<file path="src/rtl/rect_fill_engine.sv">
// Rectangle fill engine: clips axis-aligned fill commands to the screen and
// streams one framebuffer write per clock, then a done pulse plus an optional flush.
// Latency: accept at edge T -> first write in cycle T+1; done/flush one cycle after the last write.
// Backpressure: o_cmd_ready is high only in IDLE. A valid held during FILL/DONE waits and is not consumed.
//
// Ports:
//   i_clk, i_reset_n        clock, asynchronous active-low reset
//   i_cmd_valid/o_cmd_ready command handshake; i_x0,i_y0,i_w,i_h,i_color,i_flush_after sampled on accept
//   o_waddr/o_wdata/o_we    framebuffer write port (addr = y*H_RES + x)
//   o_flush, o_done         one-cycle pulses after the command; o_busy = command in progress
module rect_fill_engine #(
  parameter int H_RES   = 320,
  parameter int V_RES   = 240,
  parameter int ADDR_W  = 17,
  parameter int COLOR_W = 3
) (
  input  logic               i_clk,
  input  logic               i_reset_n,
  input  logic               i_cmd_valid,
  output logic               o_cmd_ready,
  input  logic [8:0]         i_x0,
  input  logic [7:0]         i_y0,
  input  logic [8:0]         i_w,
  input  logic [7:0]         i_h,
  input  logic [COLOR_W-1:0] i_color,
  input  logic               i_flush_after,
  output logic [ADDR_W-1:0]  o_waddr,
  output logic [COLOR_W-1:0] o_wdata,
  output logic               o_we,
  output logic               o_flush,
  output logic               o_busy,
  output logic               o_done
);

  localparam logic [1:0] S_IDLE = 2'd0;
  localparam logic [1:0] S_FILL = 2'd1;
  localparam logic [1:0] S_DONE = 2'd2;

  localparam logic [9:0]        H_RES_X = 10'(H_RES);
  localparam logic [8:0]        V_RES_Y = 9'(V_RES);
  localparam logic [ADDR_W-1:0] H_RES_A = ADDR_W'(H_RES);

  logic [1:0]         state_q, state_d;
  logic [8:0]         x_q, x_d;
  logic [8:0]         x0_q, x0_d;
  logic [9:0]         xlast_q, xlast_d;
  logic [7:0]         y_q, y_d;
  logic [8:0]         ylast_q, ylast_d;
  logic [ADDR_W-1:0]  row_base_q, row_base_d;
  logic [ADDR_W-1:0]  waddr_q, waddr_d;
  logic [COLOR_W-1:0] wdata_q, wdata_d;
  logic               flush_after_q, flush_after_d;
  logic               we_q, we_d;
  logic               done_q, done_d;
  logic               flush_q, flush_d;

  // Command decode, only meaningful in the accept cycle.
  logic [9:0]        sum_x, xe_clip;
  logic [8:0]        sum_y, ye_clip;
  logic              degen;
  logic [ADDR_W-1:0] y_base;
  logic              last_col, last_row;

  always_comb begin
    // Widened sums cannot overflow: 511+511 fits in 10 bits, 255+255 in 9.
    sum_x   = {1'b0, i_x0} + {1'b0, i_w};
    sum_y   = {1'b0, i_y0} + {1'b0, i_h};
    xe_clip = (sum_x > H_RES_X) ? H_RES_X : sum_x;
    ye_clip = (sum_y > V_RES_Y) ? V_RES_Y : sum_y;
    degen   = (i_w == 9'd0) || (i_h == 8'd0) ||
              ({1'b0, i_x0} >= H_RES_X) || ({1'b0, i_y0} >= V_RES_Y);
    // Start-of-command row base only; constant multiplier reduces to shift/add.
    // Subsequent rows step the base by H_RES.
    y_base   = ADDR_W'(i_y0) * H_RES_A;
    last_col = ({1'b0, x_q} == xlast_q);
    last_row = ({1'b0, y_q} == ylast_q);
  end

  always_comb begin
    state_d       = state_q;
    x_d           = x_q;
    x0_d          = x0_q;
    xlast_d       = xlast_q;
    y_d           = y_q;
    ylast_d       = ylast_q;
    row_base_d    = row_base_q;
    waddr_d       = waddr_q;
    wdata_d       = wdata_q;
    flush_after_d = flush_after_q;
    we_d          = 1'b0;
    done_d        = 1'b0;
    flush_d       = 1'b0;

    case (state_q)
      S_IDLE: begin
        if (i_cmd_valid) begin
          x0_d          = i_x0;
          x_d           = i_x0;
          y_d           = i_y0;
          xlast_d       = xe_clip - 10'd1;
          ylast_d       = ye_clip - 9'd1;
          row_base_d    = y_base;
          flush_after_d = i_flush_after;
          if (degen) begin
            state_d = S_DONE;
            done_d  = 1'b1;
            flush_d = i_flush_after;
          end else begin
            state_d = S_FILL;
            we_d    = 1'b1;
            waddr_d = y_base + ADDR_W'(i_x0);
            wdata_d = i_color;
          end
        end
      end
      S_FILL: begin
        // x_q/y_q name the pixel currently on the write port.
        if (last_col && last_row) begin
          state_d = S_DONE;
          done_d  = 1'b1;
          flush_d = flush_after_q;
        end else if (last_col) begin
          x_d        = x0_q;
          y_d        = y_q + 8'd1;
          row_base_d = row_base_q + H_RES_A;
          waddr_d    = row_base_q + H_RES_A + ADDR_W'(x0_q);
          we_d       = 1'b1;
        end else begin
          x_d     = x_q + 9'd1;
          waddr_d = waddr_q + ADDR_W'(1);
          we_d    = 1'b1;
        end
      end
      S_DONE: begin
        state_d = S_IDLE;
      end
      default: begin
        state_d = S_IDLE;
      end
    endcase
  end

  always_ff @(posedge i_clk or negedge i_reset_n) begin
    if (!i_reset_n) begin
      state_q       <= S_IDLE;
      x_q           <= '0;
      x0_q          <= '0;
      xlast_q       <= '0;
      y_q           <= '0;
      ylast_q       <= '0;
      row_base_q    <= '0;
      waddr_q       <= '0;
      wdata_q       <= '0;
      flush_after_q <= 1'b0;
      we_q          <= 1'b0;
      done_q        <= 1'b0;
      flush_q       <= 1'b0;
    end else begin
      state_q       <= state_d;
      x_q           <= x_d;
      x0_q          <= x0_d;
      xlast_q       <= xlast_d;
      y_q           <= y_d;
      ylast_q       <= ylast_d;
      row_base_q    <= row_base_d;
      waddr_q       <= waddr_d;
      wdata_q       <= wdata_d;
      flush_after_q <= flush_after_d;
      we_q          <= we_d;
      done_q        <= done_d;
      flush_q       <= flush_d;
    end
  end

  assign o_cmd_ready = (state_q == S_IDLE);
  assign o_busy      = (state_q != S_IDLE);
  assign o_waddr     = waddr_q;
  assign o_wdata     = wdata_q;
  assign o_we        = we_q;
  assign o_done      = done_q;
  assign o_flush     = flush_q;

endmodule

</file>
<file path="config.mk">
export PLATFORM = sky130hd
export DESIGN_NAME = rect_fill_engine
export DESIGN_NICKNAME = d
export VERILOG_FILES = /design/src/rtl/rect_fill_engine.sv
export SDC_FILE = /design/constraint.sdc
export NUM_CORES = 1
export LEC_CHECK = 0
export ABC_AREA = 1
export CAP_MARGIN = 30
export CORE_MARGIN = 4
export CORE_UTILIZATION = 50
export DETAILED_ROUTE_END_ITERATION = 8
export DONT_BUFFER_PORTS = 1
export HOLD_SLACK_MARGIN = 0.06
export PLACE_DENSITY_LB_ADDON = 0.15
export RECOVER_POWER = 100
export SYNTH_ARGS = -nofsm -noshare
export SYNTH_HDL_FRONTEND = slang
export SYNTH_SLANG_ARGS = --single-unit
</file>
<file path="constraint.sdc">
create_clock -name i_clk -period 5.1 [get_ports i_clk]
set_input_delay 0.765 -clock i_clk [delete_from_list [all_inputs] [get_ports i_clk]]
set_output_delay 0.765 -clock i_clk [all_outputs]
set_load 0.02 [all_outputs]
</file>
Yosys cells after proc, flatten, opt, wreduce, memory -nomap -nowiden
Index checks and enable logic that the tools add are counted.
{ "totals": {"ff_bits": 88, "input_bits": 41, "out_inout_bits": 25, "wordCells": 87} }
{ "op_classes": {"addsub": 10, "mul": 1, "order_cmp": 4, "n_eq_ne": 8, "muxes": 35, "n_bitwise": 1, "n_reduce_logical": 15} }
{ "op_table": {"columns": ["cell", "n"], "rows": [
  ["17-bit two-way mux", 7],
  ["17-bit one-hot mux with 2 select lines", 2],
  ["9-bit two-way mux", 4],
  ["17-bit by 9-bit adder with 17-bit output", 2],
  ["8-bit two-way mux", 3],
  ["9-bit one-hot mux with 2 select lines", 1],
  ["17-bit by 1-bit adder with 17-bit output (second input constant)", 1],
  ["17-bit by 9-bit adder with 17-bit output (second input constant)", 1],
  ["8-bit one-hot mux with 2 select lines", 1],
  ["8-bit by 3-bit multiplier with 11-bit output (second input constant)", 1],
  ["9-bit by 9-bit adder with 10-bit output", 1],
  ["9-bit by 10-bit == test with 1-bit output", 1],
  ["10-bit by 9-bit greater-than comparator with 1-bit output (second input constant)", 1],
  ["10-bit two-way mux", 1],
  ["2-bit != test (second input constant)", 5],
  ["10-bit by 1-bit subtractor with 10-bit output (second input constant)", 1],
  ["8-bit by 8-bit adder with 9-bit output", 1],
  ["9-bit by 1-bit adder with 9-bit output (second input constant)", 1],
  ["8-bit by 9-bit == test with 1-bit output", 1],
  ["9-bit greater-or-equal comparator (second input constant)", 1],
  ["9-bit by 8-bit greater-than comparator with 1-bit output (second input constant)", 1],
  ["9-bit logical NOT", 1],
  ["1-bit two-way mux", 9],
  ["9-bit by 1-bit subtractor with 9-bit output (second input constant)", 1],
  ["15 further kinds", 25]
]} }

Logic depth before layout (Yosys ltp)
Gate-level depths: netlist of the first run.
{ "logic_depth": {"ltp_word": 7, "depth_mapped": 21, "ltp_nobuf": 21} }

Worst setup path after synthesis of the first run
Ideal clock, no wire load.
{ "synth_path": {"path_type": "input to register", "start": "input i_y0[0]", "end": "register ylast_q[2]", "arrival_ns": 2.882, "path_slack_ns": 2.136, "cell_stages": 14, "path_cell_list": "ha_1 -> inv_1 -> fa_1 -> xnor2_1 -> nor2_1 -> nand3_1 -> nand2_1 -> nor2_1 -> nand3_1 -> nand2_1 -> or2_2 -> ha_1 -> nand3b_1 -> a31oi_1"} }
{ "synth_between": {"elab_chain_len": 4} }
{ "synth_lines": {"columns": ["element", "line_no", "rtl"], "rows": [
  ["from (decl)", "22", "input logic [7:0] i_y0,"],
  ["8-bit by 8-bit adder with 9-bit output *", "67", "sum_y = {1'b0, i_y0} + {1'b0, i_h};"],
  ["9-bit by 8-bit greater-than comparator with 1-bit output", "69", "ye_clip = (sum_y > V_RES_Y) ? V_RES_Y : sum_y;"],
  ["9-bit two-way mux *", "69", null],
  ["9-bit by 1-bit subtractor with 9-bit output *", "101", "ylast_d = ye_clip - 9'd1;"],
  ["to (signal assigned)", "164", "ylast_q <= ylast_d;"],
  ["to (decl)", "48", "logic [8:0] ylast_q, ylast_d;"]
]} }
Every way passes the cells marked *; elsewhere a longest branch is shown, timed or not.
A chain may end at the register's enable or synchronous reset.

Worst setup path after layout of the first run
{ "layout_path": {"start": "register state_q[1]", "end": "register xlast_q[9]"} }
{ "layout_between": {"elab_chain_len": 2} }
{ "layout_lines": {"columns": ["element", "line_no", "rtl"], "rows": [
  ["from (decl)", "43", "logic [1:0] state_q, state_d;"],
  ["from (signal assigned)", "159", "state_q <= state_d;"],
  ["2-bit logical NOT", null, null],
  ["named net o_cmd_ready", "20", "output logic o_cmd_ready,"],
  ["2-bit AND reduction (no source line)", null, null],
  ["to (signal assigned)", "162", "xlast_q <= xlast_d;"],
  ["to (decl)", "46", "logic [9:0] xlast_q, xlast_d;"]
]} }
The timed path passes the listed nets, and every way through them passes these cells.

==> results of run 1 <==
==> sequential cells by signal, summed over array words and instances, names as in the netlist, 2 cells and up <==
register / cells
o_waddr: 17
o_wdata: 3
row_base_q: 11
state_q: 2
x0_q: 9
x_q: 9
xlast_q: 10
y_q: 8
ylast_q: 9
==> path summary, 6_finish.rpt <==
check / startpoint / to / slack, ns / depth (start not counted)
min in group i_clk: xlast_q[8] / xlast_q[8] / 0.48 / 2
max in group asynchronous: i_reset_n / o_wdata[1] / 4.86 / 0
setup / recovery: state_q[1] / xlast_q[9] / 1.49 / 9
hold / removal: i_reset_n / row_base_q[14] / 0.1 / 0
hold reg to reg: xlast_q[8] / xlast_q[8] / 0.48 / 2
setup reg to reg: state_q[1] / xlast_q[9] / 1.49 / 9
==> through the flow <==
| step | area (µm²) | instances | power, µW | setup WS [ns] | hold WS [ns] |
|---|---|---|---|---|---|
| global placement | 6920 | 1138 | 3350 | 1.98 | 0.466 |
| CTS | 7260 | 1154 | 4140 | 2.28 | 0.0914 |
| floorplan | 6790 | 982 | 2950 | 2.14 | 0.449 |
| finish | 7200 | 1154 | 4070 | 1.49 | 0.0997 |
| detailed placement | 6920 | 1138 | 3370 | 1.92 | 0.469 |
| global route | 7200 | 1154 | 4460 | 1.19 | 0.0809 |
==> final cells by class <==
| cell class | instances | area, µm² |
|---|---|---|
| Fill cell | 1347 | 6090 |
| Inverter | 124 | 470 |
| Clock inverter | 7 | 118 |
| Sequential cell | 82 | 2050 |
| Multi-Input combinational cell | 752 | 4090 |
| Clock buffer | 9 | 225 |
| Timing Repair Buffer | 4 | 22.5 |
| Tap cell | 176 | 220 |
==> cell usage in the layout (no fill, tap or decap), types with 8 or more instances in the layout <==
cell type    n
o21ai_2     12
xnor2_1     23
nor2_1      81
a31oi_1     12
o22ai_1      8
o21ai_0     70
a21oi_1     32
xor2_1      17
inv_1      115
clkbuf_16    9
ha_1        41
nand3_1     62
dfrtp_1     82
nor3_1       9
nand2_1    298
nand4_1     14
==> power by group through the flow <==
stage	sequential [µW]	combinational, µW	clock, µW
6_report	1360	1950	759
3_5_place_dp	1370	1990	0
4_1_cts	1370	2010	772
2_1_floorplan	1290	1670	0
5_1_grt	1410	2250	801
3_3_place_gp	1370	1980	0
==> per-layer routing <==
layer  global-route usage [%]  vias to the layer above  wire length (µm)
met1                     32.1                     2899              8090
met3                     5.40                       25              1070
met4                     5.61                        0               274
met2                     35.2                      175              7720
li1                         -                     3179                 -
met5                        0                        -                 0
==> cells by family after synthesis <==
family	count (synthesis)	share of synthesized area [%]
AO/OA/AOI/OAI	160	14.0
AND/OR/NAND/NOR	504	32.6
multiplexers	3	0.497
XOR/XNOR	40	5.16
flip-flops	82	30.2
buffers and inverters	148	8.84
adder cells (fa/ha/maj)	45	8.73
==> summary.md, run 1 <==
| Metric | Value |
|---|---|
| Max VDD drop | `0.240 mV` |
| Postcts setup bufs | `0` |
| Least-Margin Pin Slew | `1.41 ns` |
| Arr. time, crit path | `3.89 ns` |
| Top-count cell post-synth | `nand2_1` |
| Nets@finish | `1,059` |
| DRT Pass-1 Iters | `5` |
| Number of I/O port buffers | `0` |
| Slew HR | `under 10%` |
| Die H | `125 µm` |
| Final Hold Vio Count | `0` |
| Vias in the first global route | `just under 6,000` |
| Fmax | `0.277 GHz` |
| Clk pwr share | `about a fifth` |
| Sw frac | `47.1%` |
| Yosys warns | `0` |
| Gate power share | `47.9%` |
| # hold bufs at CTS | `0` |
| Final Cycle Share | `70.7%` |
| Final setup TNS | `0 ns` |
| Clock-pin slew on the worst setup and hold paths | `0.07 ns` |
| CP Class | `reg -> reg` |
| Slowest stage cell, crit path | `clkbuf_1` |
| Effective utilization at floorplan | `51.1%` |
| DP HPWL | `13.0 mm` |
| Placer congestion estimate | `0.891` |
| Fin Clk Skew | `0.0105 ns` |
| Post-synth top area share | `a little under a third` |
| Status | `completed` |
| H-tree Lvls | `3` |
| HP Class | `in -> async` |
| Share of cells above drive strength 1 | `6.95%` |
| Antenna Cells | `0` |
| First-pass GRT wire length | `29.1 mm` |
| Switch Pwr | `1920 µW` |
| Leak | `0.00358 µW` |
| Root Buffer | `clkbuf_16` |
| Crit-path max cell delay | `1.04 ns` |
| Seq/Total Area, Yosys | `30.2%` |
| Buf/Inv on CP | `3` |
| Largest buffer count on any clock path | `2` |
| Synth Area per Inst | `6.91 µm²` |
| Vias | `around 6,300` |
| Initial antenna violation count | `0` |
| Highest fanout seen on the critical path | `31` |
| Seq cells post-synth | `82` |
| Clk_lat worst skew | `0.35 ns` |
| Total GRT Usage | `22.7%` |
| Syn Inst Count | `between 900 and 1,000` |
| RSZ-0062 raised after global routing | `false` |
| Setup violations, final | `0` |
| # clock sinks | `82` |
| Row cnt | `42` |
| Most frequent cells after synthesis | `287 x nand2_1, 114 x inv_1, 82 x dfrtp_1, 82 x nor2_1, 63 x o21ai_0` |
| Number of synthesized flops with an enable pin | `0` |
| Post-synthesis async set-or-reset flop share | `100%` |
| Largest cells by area after synthesis | `dfrtp_1 30%, nand2_1 16%, ha_1 7.6%` |
| Post-CTS Resized | `0` |
| Final Util | `54.2%` |
| Vias per cell | `~5.4` |
| Power Dens Cells | `566 mW/mm²` |
| Max Cap Viol | `0` |
| Area of the core | `0.0133 mm²` |
| Top delay family on crit path | `buffers and inverters` |
| Cell Int Power | `2150 µW` |
| Syn_nets | `between 1,000 and 1,500` |
| DR iter-0 viols | `460` |
| Fin. max-slew vios | `0` |
| IO Pins | `66` |
| Largest net degree at the start of global routing | `83` |
| Routed wire length | `17.2 mm` |
| Netlist area before placement | `0.00679 mm²` |
| Final min period | `3.61 ns` |
| Reg power frac | `about a third` |
| Primary FF master, synth | `dfrtp_1` |
| Die Width | `125 µm` |
| Leading area contributor after synthesis | `dfrtp_1` |
| Synth cell types | `52` |
| Full die area | `around 0.016 mm²` |
| Most common cell on crit path | `nand2_1` |
| CP Cell Sequence | `nor2_1, nand2_1, clkbuf_1, inv_1, clkbuf_1, nand2_1, nor2_1, nand4_1, nand2_1` |
| GRT overflow | `0` |
| DR WL/cell | `14.9 µm` |
| Critical Path RT | `between 5 and 6 ns` |
| CP Launch Type | `flip-flop` |
| Post-DRT Antenna Nets | `0` |
| Crit end category | `flip-flop` |
| DRC violations left | `0` |
| Area Growth Syn to Fin | `6.04%` |
| CTS Buf Count | `9` |
| CTS tree | `done` |
Note: power is estimated with default switching activity, not from simulation.
==> run 2, diff against run 1 <==
==> constraint.sdc (replaced) <==
create_clock -name i_clk -period 2.95 [get_ports i_clk]
set_input_delay 0.4425 -clock i_clk [delete_from_list [all_inputs] [get_ports i_clk]]
set_output_delay 0.4425 -clock i_clk [all_outputs]
set_load 0.02 [all_outputs]
==> run 2 against run 1 <==
Compared with the run above: flip-flop and latch count is the same; critical path type unchanged; register-to-register slack worse by 1.2 ns; setup slack got worse by 1.2 ns; the run now ends with capacitance limit, slew limit left; power increased by 71%.
==> summary.md, run 2 (synthesis gave the netlist of run 1 again) <==
| Metric | Value |
|---|---|
| GRT overflow | `0` |
| Reg-to-reg startpoint | `state_q[1]` |
| # clock sinks | `82` |
| Commonest non-fill, non-tap cell in the layout | `nand2_1` |
| Status | `finished with violations` |
| Post-CTS Resized | `0` |
| Row cnt | `42` |
| Fin Clk Skew | `approximately 0.010 ns` |
| Leak | `around 0.0036 µW` |
| Setup violations, final | `0` |
| R2r endpoint | `y_q[4]` |
| Crit end category | `flip-flop` |
| Max Cap Viol | `1` |
| Final Hold Vio Count | `0` |
| Critical Path RT | `3.21 ns` |
| Failing checks | `capacitance limit, slew limit` |
| Root Buffer | `clkbuf_16` |
| Final min period | `between 2 and 3 ns` |
| Final setup TNS | `0 ns` |
| Total Power | `around 7000 µW` |
| Largest net degree at the start of global routing | `83` |
| Highest fanout seen on the critical path | `26` |
| Min-delay src | `i_x0[8]` |
| Fin. max-slew vios | `83` |
| Final Cycle Share | `approximately nine tenths` |
| Hold endpoint | `x0_q[8]` |
| Clock-pin slew on the worst setup and hold paths | `0.07 ns` |
| DP HPWL | `13.2 mm` |
| RSZ-0062 raised after global routing | `false` |
| CTS tree | `done` |
| CP Launch Type | `flip-flop` |
| CTS Buf Count | `9` |
| Arr. time, crit path | `2.94 ns` |
| CP Class | `reg -> reg` |
| H-tree Lvls | `3` |
| Max VDD drop | `0.403 mV` |
| Largest register FFs | `17` |
| IO Pins | `66` |
| Vias | `6,166` |
| Least-Margin Pin Slew | `1.91 ns` |
| Nets@finish | `around 1,100` |
| DRC violations left | `0` |
| Slew HR | `-27.1%` |
| Antenna Cells | `0` |
| Vias per cell | `5.32` |
| DRT Pass-1 Iters | `5` |
| Most frequent cells in the layout | `295 x nand2_1, 114 x inv_1, 82 x nor2_1, 82 x dfrtp_1, 69 x o21ai_0` |
| Share of cells above drive strength 1 | `6.91%` |
| Postcts setup bufs | `0` |
| Die H | `around 120 µm` |
| Placer congestion estimate | `0.858` |
| Largest buffer count on any clock path | `2` |
| Routed wire length | `17.3 mm` |
| DR iter-0 viols | `~420` |
| Clk_lat worst skew | `0.35 ns` |
| First-pass GRT wire length | `between 20 and 30 mm` |
| Area Growth Syn to Fin | `6.04%` |
| Flop2flop setup slack | `0.27 ns` |
| Area of the core | `approximately 0.013 mm²` |
| Fmax | `0.373 GHz` |
| DR WL/cell | `14.9 µm` |
| Full die area | `0.0155 mm²` |
| Post-DRT Antenna Nets | `0` |
| Total GRT Usage | `between 20% and 30%` |
| Initial antenna violation count | `0` |
| HP Class | `in -> reg` |
| Number of I/O port buffers | `0` |
| Power Dens Cells | `968 mW/mm²` |
| Die Width | `125 µm` |
| Effective utilization at floorplan | `51.1%` |
| Vias in the first global route | `between 5,000 and 6,000` |
| Worst r2r path cells | `9` |
| Hold Crit Depth | `2` |
-- run 2: cell count changes in the layout (fill, tap and decap cells not counted), moves of 2 or more --
cell,delta
clkbuf_1,+4
nand2_1,-3
o21ai_1,+3
buf_4,+2
clkbuf_2,+2
clkinv_4,-2
nand2_2,+2
o21ai_2,-2
-- run 2: worst max-delay path: stages (launching register included) --
cell and delay (ns):
dfrtp_1 0.40, nor2_1 0.10, clkbuf_1 0.40, nand2_1 0.43, nand2_4 0.32, inv_6 0.08, nor2_8 0.35, clkbuf_1 0.30
nand2_2 0.08, o21ai_1 0.11
-- run 2: metrics by stage --
stage                     util (%)  instance area (µm²)  hold WS (ns)  std cells  worst slack (ns)
after floorplan                  -                 6790         0.147        982             0.309
after global placement        52.3                 6960         0.150       1143             0.149
after CTS                     54.9                 7290         0.199       1160             0.372
after global routing          54.2                 7200         0.204       1160            0.0538
after detailed placement      52.3                 6960         0.150       1143            0.0263
final                         54.2                 7200         0.206       1160             0.270
-- run 2: layout make-up --
class                           instances  area, µm²
Clock inverter                          3       65.1
Clock buffer                           12        236
Timing Repair Buffer                   11       66.3
Sequential cell                        82       2050
Tap cell                              176        220
Fill cell                            1331       6090
Inverter                              124        470
Multi-Input combinational cell        752       4090
-- run 2: what timing repair did --
item                                    4_1_cts  5_1_grt
endpoints found under the hold margin        82        0
hold buffers                                  2        0
endpoints found under the setup margin        0        0
-- run 2: where the power goes --
part | switching (µW) | internal, µW | leakage, µW
Combinational | 2180 | 1240 | 0.00244
Clock | 464 | 737 | 0.000147
Sequential | 695 | 1660 | 0.000993
-- run 2: per-layer routing --
metal / global-route usage, % / wire length (µm) / part of all wire [%]
met4: 5.67 / 219 / 1.3
met2: 35.8 / 7980 / 46
met5: 0 / 0 / 0
met1: 32.8 / 8530 / 49
met3: 3.52 / 591 / 3.4
-- run 2: how the worst max path moves through the flow --
| stage | start | end | slack (ns) |
|---|---|---|---|
| after floorplan | i_y0[0] | ylast_q[2] | 0.31 |
| after global placement | i_y0[0] | ylast_q[6] | 0.15 |
| after detailed placement | i_x0[0] | xlast_q[8] | 0.03 |
| after CTS | row_base_q[6] | o_waddr[14] | 0.37 |
| after global routing | state_q[1] | xlast_q[9] | 0.05 |
| final | state_q[1] | y_q[4] | 0.27 |
